File: src/rtl/cpu6502_pkg.sv
// Shared definitions for the cpu_6502 core: opcodes, FSM states, ALU ops,
// status-flag bit positions and the reset vector.
package cpu6502_pkg;

    localparam logic [7:0] OP_LDA_IMM = 8'hA9;
    localparam logic [7:0] OP_LDX_IMM = 8'hA2;
    localparam logic [7:0] OP_LDY_IMM = 8'hA0;
    localparam logic [7:0] OP_LDA_ABS = 8'hAD;
    localparam logic [7:0] OP_STA_ABS = 8'h8D;
    localparam logic [7:0] OP_STA_ZP  = 8'h85;
    localparam logic [7:0] OP_ADC_IMM = 8'h69;
    localparam logic [7:0] OP_INX     = 8'hE8;
    localparam logic [7:0] OP_INY     = 8'hC8;
    localparam logic [7:0] OP_DEX     = 8'hCA;
    localparam logic [7:0] OP_TAX     = 8'hAA;
    localparam logic [7:0] OP_CLC     = 8'h18;
    localparam logic [7:0] OP_SEC     = 8'h38;
    localparam logic [7:0] OP_NOP     = 8'hEA;
    localparam logic [7:0] OP_JMP_ABS = 8'h4C;
    localparam logic [7:0] OP_BEQ     = 8'hF0;
    localparam logic [7:0] OP_BNE     = 8'hD0;

    localparam logic [2:0] FLAG_C = 3'd0;
    localparam logic [2:0] FLAG_Z = 3'd1;
    localparam logic [2:0] FLAG_V = 3'd6;
    localparam logic [2:0] FLAG_N = 3'd7;

    localparam logic [15:0] RESET_VECTOR = 16'hFFFC;

    typedef enum logic [2:0] {
        VEC_LO, VEC_HI, FETCH, OP1, OP2, EXEC, WRITE, BRANCH
    } CpuState;

    typedef enum logic [1:0] {
        ALU_PASS, ALU_ADC, ALU_INC, ALU_DEC
    } AluOp;

    function automatic logic hasOperand(input logic [7:0] opcode);
        case (opcode)
            OP_LDA_IMM, OP_LDX_IMM, OP_LDY_IMM, OP_LDA_ABS, OP_STA_ABS,
            OP_STA_ZP, OP_ADC_IMM, OP_JMP_ABS, OP_BEQ, OP_BNE: return 1'b1;
            default: return 1'b0;
        endcase
    endfunction

    // 6502 branch opcodes pick their flag with bits 7:6 (N, V, C, Z order)
    function automatic logic [2:0] branchFlagIndex(input logic [1:0] sel);
        case (sel)
            2'd0:    return FLAG_N;
            2'd1:    return FLAG_V;
            2'd2:    return FLAG_C;
            default: return FLAG_Z;
        endcase
    endfunction

endpackage

File: src/rtl/cpu6502_alu.sv
// 8-bit ALU for the cpu_6502 core: binary add-with-carry, increment,
// decrement and pass-through of operand B, with N/Z/C outputs.
module cpu6502_alu
    import cpu6502_pkg::*;
(
    input  AluOp       i_op,
    input  logic [7:0] i_a,
    input  logic [7:0] i_b,
    input  logic       i_carry,
    output logic [7:0] o_result,
    output logic       o_n,
    output logic       o_z,
    output logic       o_c
);

    logic [8:0] w_sum;

    assign w_sum = {1'b0, i_a} + {1'b0, i_b} + {8'h00, i_carry};

    always_comb begin
        o_result = i_b;
        o_c      = i_carry;
        case (i_op)
            ALU_ADC: begin
                o_result = w_sum[7:0];
                o_c      = w_sum[8];
            end
            ALU_INC: o_result = i_a + 8'd1;
            ALU_DEC: o_result = i_a - 8'd1;
            default: ;
        endcase
    end

    assign o_n = o_result[7];
    assign o_z = (o_result == 8'h00);

endmodule

File: src/rtl/cpu_6502.sv
// Reduced 6502-compatible core: one registered bus access per clock, reset
// vector fetch, and a small opcode subset with 6502 cycle counts.
module cpu_6502
    import cpu6502_pkg::*;
(
    input  logic        clk_in,
    input  logic        reset,
    output logic        READ_write,
    input  logic [7:0]  data_in,
    output logic [7:0]  data_out,
    output logic [15:0] address_out
);

    CpuState     r_state;
    logic [15:0] r_pc;
    logic [15:0] r_address;
    logic [7:0]  r_opcode;
    logic [7:0]  r_operandLo;
    logic [7:0]  r_regA;
    logic [7:0]  r_regX;
    logic [7:0]  r_regY;
    logic [7:0]  r_dataOut;
    logic        r_write;
    logic        r_flagN;
    logic        r_flagZ;
    logic        r_flagC;

    AluOp        w_aluOp;
    logic [7:0]  w_aluA;
    logic [7:0]  w_aluB;
    logic [7:0]  w_aluResult;
    logic        w_aluN;
    logic        w_aluZ;
    logic        w_aluC;
    logic [7:0]  w_status;
    logic [15:0] w_pcNext;
    logic [15:0] w_branchTarget;
    logic        w_branchTaken;

    assign address_out = r_address;
    assign READ_write  = r_write;
    assign data_out    = r_dataOut;

    assign w_pcNext       = r_pc + 16'd1;
    assign w_branchTarget = w_pcNext + {{8{data_in[7]}}, data_in};

    always_comb begin
        w_status         = 8'h00;
        w_status[FLAG_N] = r_flagN;
        w_status[FLAG_Z] = r_flagZ;
        w_status[FLAG_C] = r_flagC;
    end

    assign w_branchTaken = (w_status[branchFlagIndex(r_opcode[7:6])] == r_opcode[5]);

    // Operand B defaults to the bus so immediates and absolute loads pass straight through
    always_comb begin
        w_aluOp = ALU_PASS;
        w_aluA  = r_regA;
        w_aluB  = data_in;
        if (r_state == EXEC) begin
            case (r_opcode)
                OP_INX: begin w_aluOp = ALU_INC; w_aluA = r_regX; end
                OP_INY: begin w_aluOp = ALU_INC; w_aluA = r_regY; end
                OP_DEX: begin w_aluOp = ALU_DEC; w_aluA = r_regX; end
                OP_TAX: w_aluB = r_regA;
                default: ;
            endcase
        end else if (r_opcode == OP_ADC_IMM) begin
            w_aluOp = ALU_ADC;
        end
    end

    cpu6502_alu u_alu (
        .i_op     (w_aluOp),
        .i_a      (w_aluA),
        .i_b      (w_aluB),
        .i_carry  (r_flagC),
        .o_result (w_aluResult),
        .o_n      (w_aluN),
        .o_z      (w_aluZ),
        .o_c      (w_aluC)
    );

    always_ff @(posedge clk_in or negedge reset) begin
        if (!reset) begin
            r_state     <= VEC_LO;
            r_pc        <= 16'h0000;
            r_address   <= RESET_VECTOR;
            r_write     <= 1'b0;
            r_dataOut   <= 8'h00;
            r_opcode    <= OP_NOP;
            r_operandLo <= 8'h00;
            r_regA      <= 8'h00;
            r_regX      <= 8'h00;
            r_regY      <= 8'h00;
            r_flagN     <= 1'b0;
            r_flagZ     <= 1'b0;
            r_flagC     <= 1'b0;
        end else begin
            r_write   <= 1'b0;
            r_dataOut <= 8'h00;
            case (r_state)
                VEC_LO: begin
                    r_pc[7:0] <= data_in;
                    r_address <= RESET_VECTOR + 16'd1;
                    r_state   <= VEC_HI;
                end
                VEC_HI: begin
                    r_pc      <= {data_in, r_pc[7:0]};
                    r_address <= {data_in, r_pc[7:0]};
                    r_state   <= FETCH;
                end
                FETCH: begin
                    r_opcode  <= data_in;
                    r_pc      <= w_pcNext;
                    r_address <= w_pcNext;
                    r_state   <= hasOperand(data_in) ? OP1 : EXEC;
                end
                OP1: begin
                    r_operandLo <= data_in;
                    r_pc        <= w_pcNext;
                    r_address   <= w_pcNext;
                    r_state     <= FETCH;
                    case (r_opcode)
                        OP_LDA_IMM, OP_ADC_IMM: begin
                            r_regA  <= w_aluResult;
                            r_flagN <= w_aluN;
                            r_flagZ <= w_aluZ;
                            if (r_opcode == OP_ADC_IMM) r_flagC <= w_aluC;
                        end
                        OP_LDX_IMM: begin
                            r_regX  <= w_aluResult;
                            r_flagN <= w_aluN;
                            r_flagZ <= w_aluZ;
                        end
                        OP_LDY_IMM: begin
                            r_regY  <= w_aluResult;
                            r_flagN <= w_aluN;
                            r_flagZ <= w_aluZ;
                        end
                        OP_LDA_ABS, OP_STA_ABS, OP_JMP_ABS: r_state <= OP2;
                        OP_STA_ZP: begin
                            r_address <= {8'h00, data_in};
                            r_write   <= 1'b1;
                            r_dataOut <= r_regA;
                            r_state   <= WRITE;
                        end
                        OP_BEQ, OP_BNE: begin
                            if (w_branchTaken) begin
                                r_pc    <= w_branchTarget;
                                r_state <= BRANCH;
                            end
                        end
                        default: ;
                    endcase
                end
                OP2: begin
                    r_pc      <= w_pcNext;
                    r_address <= {data_in, r_operandLo};
                    r_state   <= EXEC;
                    if (r_opcode == OP_JMP_ABS) begin
                        r_pc    <= {data_in, r_operandLo};
                        r_state <= FETCH;
                    end else if (r_opcode == OP_STA_ABS) begin
                        r_write   <= 1'b1;
                        r_dataOut <= r_regA;
                        r_state   <= WRITE;
                    end
                end
                EXEC: begin
                    r_address <= r_pc;
                    r_state   <= FETCH;
                    case (r_opcode)
                        OP_LDA_ABS: begin
                            r_regA  <= w_aluResult;
                            r_flagN <= w_aluN;
                            r_flagZ <= w_aluZ;
                        end
                        OP_INX, OP_DEX, OP_TAX: begin
                            r_regX  <= w_aluResult;
                            r_flagN <= w_aluN;
                            r_flagZ <= w_aluZ;
                        end
                        OP_INY: begin
                            r_regY  <= w_aluResult;
                            r_flagN <= w_aluN;
                            r_flagZ <= w_aluZ;
                        end
                        OP_CLC: r_flagC <= 1'b0;
                        OP_SEC: r_flagC <= 1'b1;
                        default: ;
                    endcase
                end
                WRITE, BRANCH: begin
                    r_address <= r_pc;
                    r_state   <= FETCH;
                end
                default: r_state <= VEC_LO;
            endcase
        end
    end

endmodule

File: config.mk
export PLATFORM = sky130hd
export DESIGN_NAME = cpu_6502
export DESIGN_NICKNAME = d
export VERILOG_FILES = /design/src/rtl/cpu6502_pkg.sv /design/src/rtl/cpu6502_alu.sv /design/src/rtl/cpu_6502.sv
export SDC_FILE = /design/constraint.sdc
export NUM_CORES = 1
export LEC_CHECK = 0
export BUFFER_PORTS_ARGS = -buffer_cell sky130_fd_sc_hd__buf_2
export CORE_MARGIN = 2
export CORE_UTILIZATION = 60
export DETAILED_ROUTE_END_ITERATION = 6
export HOLD_SLACK_MARGIN = 0.12
export PLACE_DENSITY = 0.78
export SLEW_MARGIN = 5
export SYNTH_ARGS = -nofsm -noshare
export SYNTH_HDL_FRONTEND = slang
export SYNTH_HIERARCHICAL = 1
export SYNTH_SLANG_ARGS = --single-unit
File: constraint.sdc
create_clock -name clk_in -period 11.1 [get_ports clk_in]
set_input_delay 1.11 -clock clk_in [delete_from_list [all_inputs] [get_ports clk_in]]
set_output_delay 1.11 -clock clk_in [all_outputs]
set_load 0.01 [all_outputs]
==> metrics.md <==
| Metric | Value |
|---|---|
| Outcome | finished, final reports clean |
| Total track usage | 0.346 |
| Share of layout cells above drive strength 1 | 0.156 |
| Crit Path Class | reg2reg |
| Reg2reg start | r_state[1] |
| Final min period | 5.26 ns |
| Initial antenna violation count | 0 |
| FF-to-FF path depth | 17 |
| Post-CTS resize count | 0 |
| Number of synthesized flops with an enable pin | 0 |
| Tcrit/Tclk final | 0.474 |
| Post-CTS Setup Inserts | 0 |
| DRT Pass-1 Iters | 6 |
| Chip width | 112 um |
| WHS | 0.512 ns |
| Final Hold Fails | 0 |
| Crit-path max cell delay | 0.63 ns |
| I/O Pins | 35 |
| Commonest cells after routing, fill and taps aside | nand2_1, o21ai_0, dfrtp_1, nor2_1, a21oi_1 |
| R2r setup slk | 5.84 ns |
| Hold endpoint | r_regY[3] |
| Hold Crit Start | r_regY[3] |
| Filler instances | 1013 |
| Slowest-stage cell, CP | a21oi_1 |
| Clock Skew | 0.00659 ns |
| Die area | 0.0125 mm^2 |
| Via/cell ratio | 6.85 |
| Unrepaired setup endpoints after global routing | false |
| Seq/Total Area, Yosys | 0.316 |
| CTS clock-pin slew for the worst setup and hold paths | 0.07 ns |
| TNS Setup | 0 ns |
| Req. time, crit path | 11.39 ns |
| First-pass GRT wire length | 34300 um |
| WHS Path Cells | 1 |
| Ys async rst share | 1.00 |
| Leak Pwr | 3.18 nW |
| Core footprint | 0.0114 mm^2 |
| Commonest non-fill, non-tap cell in the layout | nand2_1 |
| Mean Syn Cell Area | 8.49 um^2 |
| Max_slew headroom | 0.228 |
| Post-synth cell types | 73 |
| Crit-path leading delay family | compound AO/OA/AOI/OAI gates |
| RePlAce Congestion | 0.977 |
| HP Class | reg2reg |
| Pwr/cell area | 301 mW/mm^2 |
| Crit path cell chain | buf_4, inv_1, nand3_1, nor2_1, a21boi_2, buf_4, nor2_1, a21oi_1, xnor2_1, ha_1, o311a_2, o2bb2ai_1, xnor2_1, a22oi_1, nor4_1, nor4bb_1, mux2_2 |
| Residual DRC | 0 |
| IO buf count | 34 |
| Crit path capture type | register |
| Yosys warnings | 6 |
| Maximum VDD drop | 0.160 mV |
| N_diodes | 0 |
| CTS Buffer Depth | 2 |
| Layout area overhead | 6.60% |
| Worst EP arrival | 5.56 ns |
| Dominant synthesized flop cell | dfrtp_1 |
| Number of max-cap violations | 0 |
| Die H | 112 um |
| Fmax | 190 MHz |
| Register bit total from synthesis | 87 |
| FF+latch area | 0.00220 mm^2 |
| Cell Area, Synth | 0.00696 mm^2 |
| Setup violations, final | 0 |
| Total Wirelength | 20900 um |
| Largest net degree at the start of global routing | 65 |
| Startpoint types | register |
| Reg-to-Reg End | r_flagZ |
| CTS Sinks | 87 |
| Site row count | 39 |
| Routed vias | 6638 |
| Wire per inst | 21.6 um |
| GRT overflow | 0 |
| Inserted Clock Buffers | 9 |
| Worst Path Buf+Inv | 3 |
| Synth Net Count | 865 |
| Largest area contributor in the netlist | dfrtp_1 |
| Final HPWL DP | 14800 um |
| Cells after Synth | 820 |
| CTS tree | built |
| Post-route ant nets | 0 |
| Crit-path max FO | 39 |
| Area of the multi-input gates | 0.00439 mm^2 |
| Nets | 866 |
| Worst Max-Slew Pin Slew | 1.15 ns |
| Clock Tree Root | clkbuf_16 |
| Dominant cells by area after synthesis | dfrtp_1, dfstp_2, ha_1 |
| Initial drt markers | 864 |
| Top cell type's share of synthesized area | 0.244 |
| Worst-skew pair later-pin latency | 0.35 ns |
| Hold-fix buffers, CTS | 0 |
| Vias in the first global route | 6435 |
| Initial Utilization | 0.612 |
| Count of final max-slew check failures | 0 |
| H-tree depth | 3 |
-- through the flow --
step | instance area (um^2) | cells | total power [mW] | utilization | setup WS (ns)
global placement | 7140 | 953 | 1.87 | 0.628 | 6.13
detailed placement | 7140 | 953 | 1.91 | 0.628 | 5.96
floorplan | 6960 | 820 | 1.60 | - | 6.86
finish | 7420 | 969 | 2.24 | 0.653 | 5.84
CTS | 7420 | 969 | 2.22 | 0.653 | 5.93
global route | 7420 | 969 | 2.40 | 0.653 | 5.35
-- worst register-to-register path, stage by stage, from the launching register on --
cell	delay, ns
dfrtp_1	0.36
buf_4	0.26
inv_1	0.55
nand3_1	0.43
nor2_1	0.22
a21boi_2	0.18
buf_4	0.33
nor2_1	0.08
a21oi_1	0.63
xnor2_1	0.17
ha_1	0.29
o311a_2	0.35
o2bb2ai_1	0.21
xnor2_1	0.14
a22oi_1	0.15
nor4_1	0.34
nor4bb_1	0.32
mux2_2	0.19
-- final cells by class --
| class | instances | area share |
|---|---|---|
| clock buffer | 11 | 0.0327 |
| clock inverter | 5 | 0.00556 |
| inverter | 35 | 0.0180 |
| multi-input combinational | 646 | 0.592 |
| sequential | 87 | 0.297 |
| tap | 143 | 0.0241 |
| timing repair buffer | 42 | 0.0314 |
-- how the worst max path moves through the flow --
| stage | from | end | slack (ns) | cells past startpoint |
|---|---|---|---|---|
| floorplan | r_opcode[3] | r_flagZ | 6.86 | 17 |
| global placement | r_state[1] | r_flagZ | 6.13 | 17 |
| detailed placement | r_state[1] | r_flagZ | 5.96 | 17 |
| CTS | r_state[1] | r_flagZ | 5.93 | 17 |
| global route | r_state[1] | r_flagZ | 5.35 | 17 |
| finish | r_state[1] | r_flagZ | 5.84 | 17 |
-- Yosys cell counts, drive strengths merged, types with 15 or more instances --
master  number
nand2       75
o21ai       74
nor2        69
a21oi       68
dfrtp       68
clkbuf      39
mux2        35
inv         33
ha          32
xnor2       24
o22ai       23
dfstp       19
mux2i       18
nand3       18
a21o        16
xor2        15
-- routing by layer --
metal  vias up  global-route usage  routed length [um]
met1      3169               0.436                8150
met3        93              0.0680                1550
met4         0               0.166                1120
met5         -                   0                   0
met2       348               0.572               10100
li1       3028                   -                   -
-- state kept, by name, summed over array words and instances, names as in the netlist, 8 cells and up --
signal       count
address_out     16
data_out         8
r_opcode         8
r_regX           8
r_pc            16
r_regA           8
r_operandLo      8
r_regY           8
-- power breakdown --
group          internal (mW)  leakage (nW)  switching, mW  total [mW]
logic                  0.533          2.01          0.772        1.30
registers              0.487          1.04          0.150       0.637
clock network          0.160         0.133          0.135       0.295
-- logic make-up after synthesis --
kind of cell,Yosys count,synth area share
AND/OR/NAND/NOR,243,0.170
adder cells (fa/ha/maj),35,0.0661
XOR/XNOR,39,0.0491
multiplexers,53,0.0825
buffers and inverters,87,0.0532
AO/OA/AOI/OAI,276,0.263
flip-flops,87,0.316
Note: power is estimated with default switching activity, not from simulation.
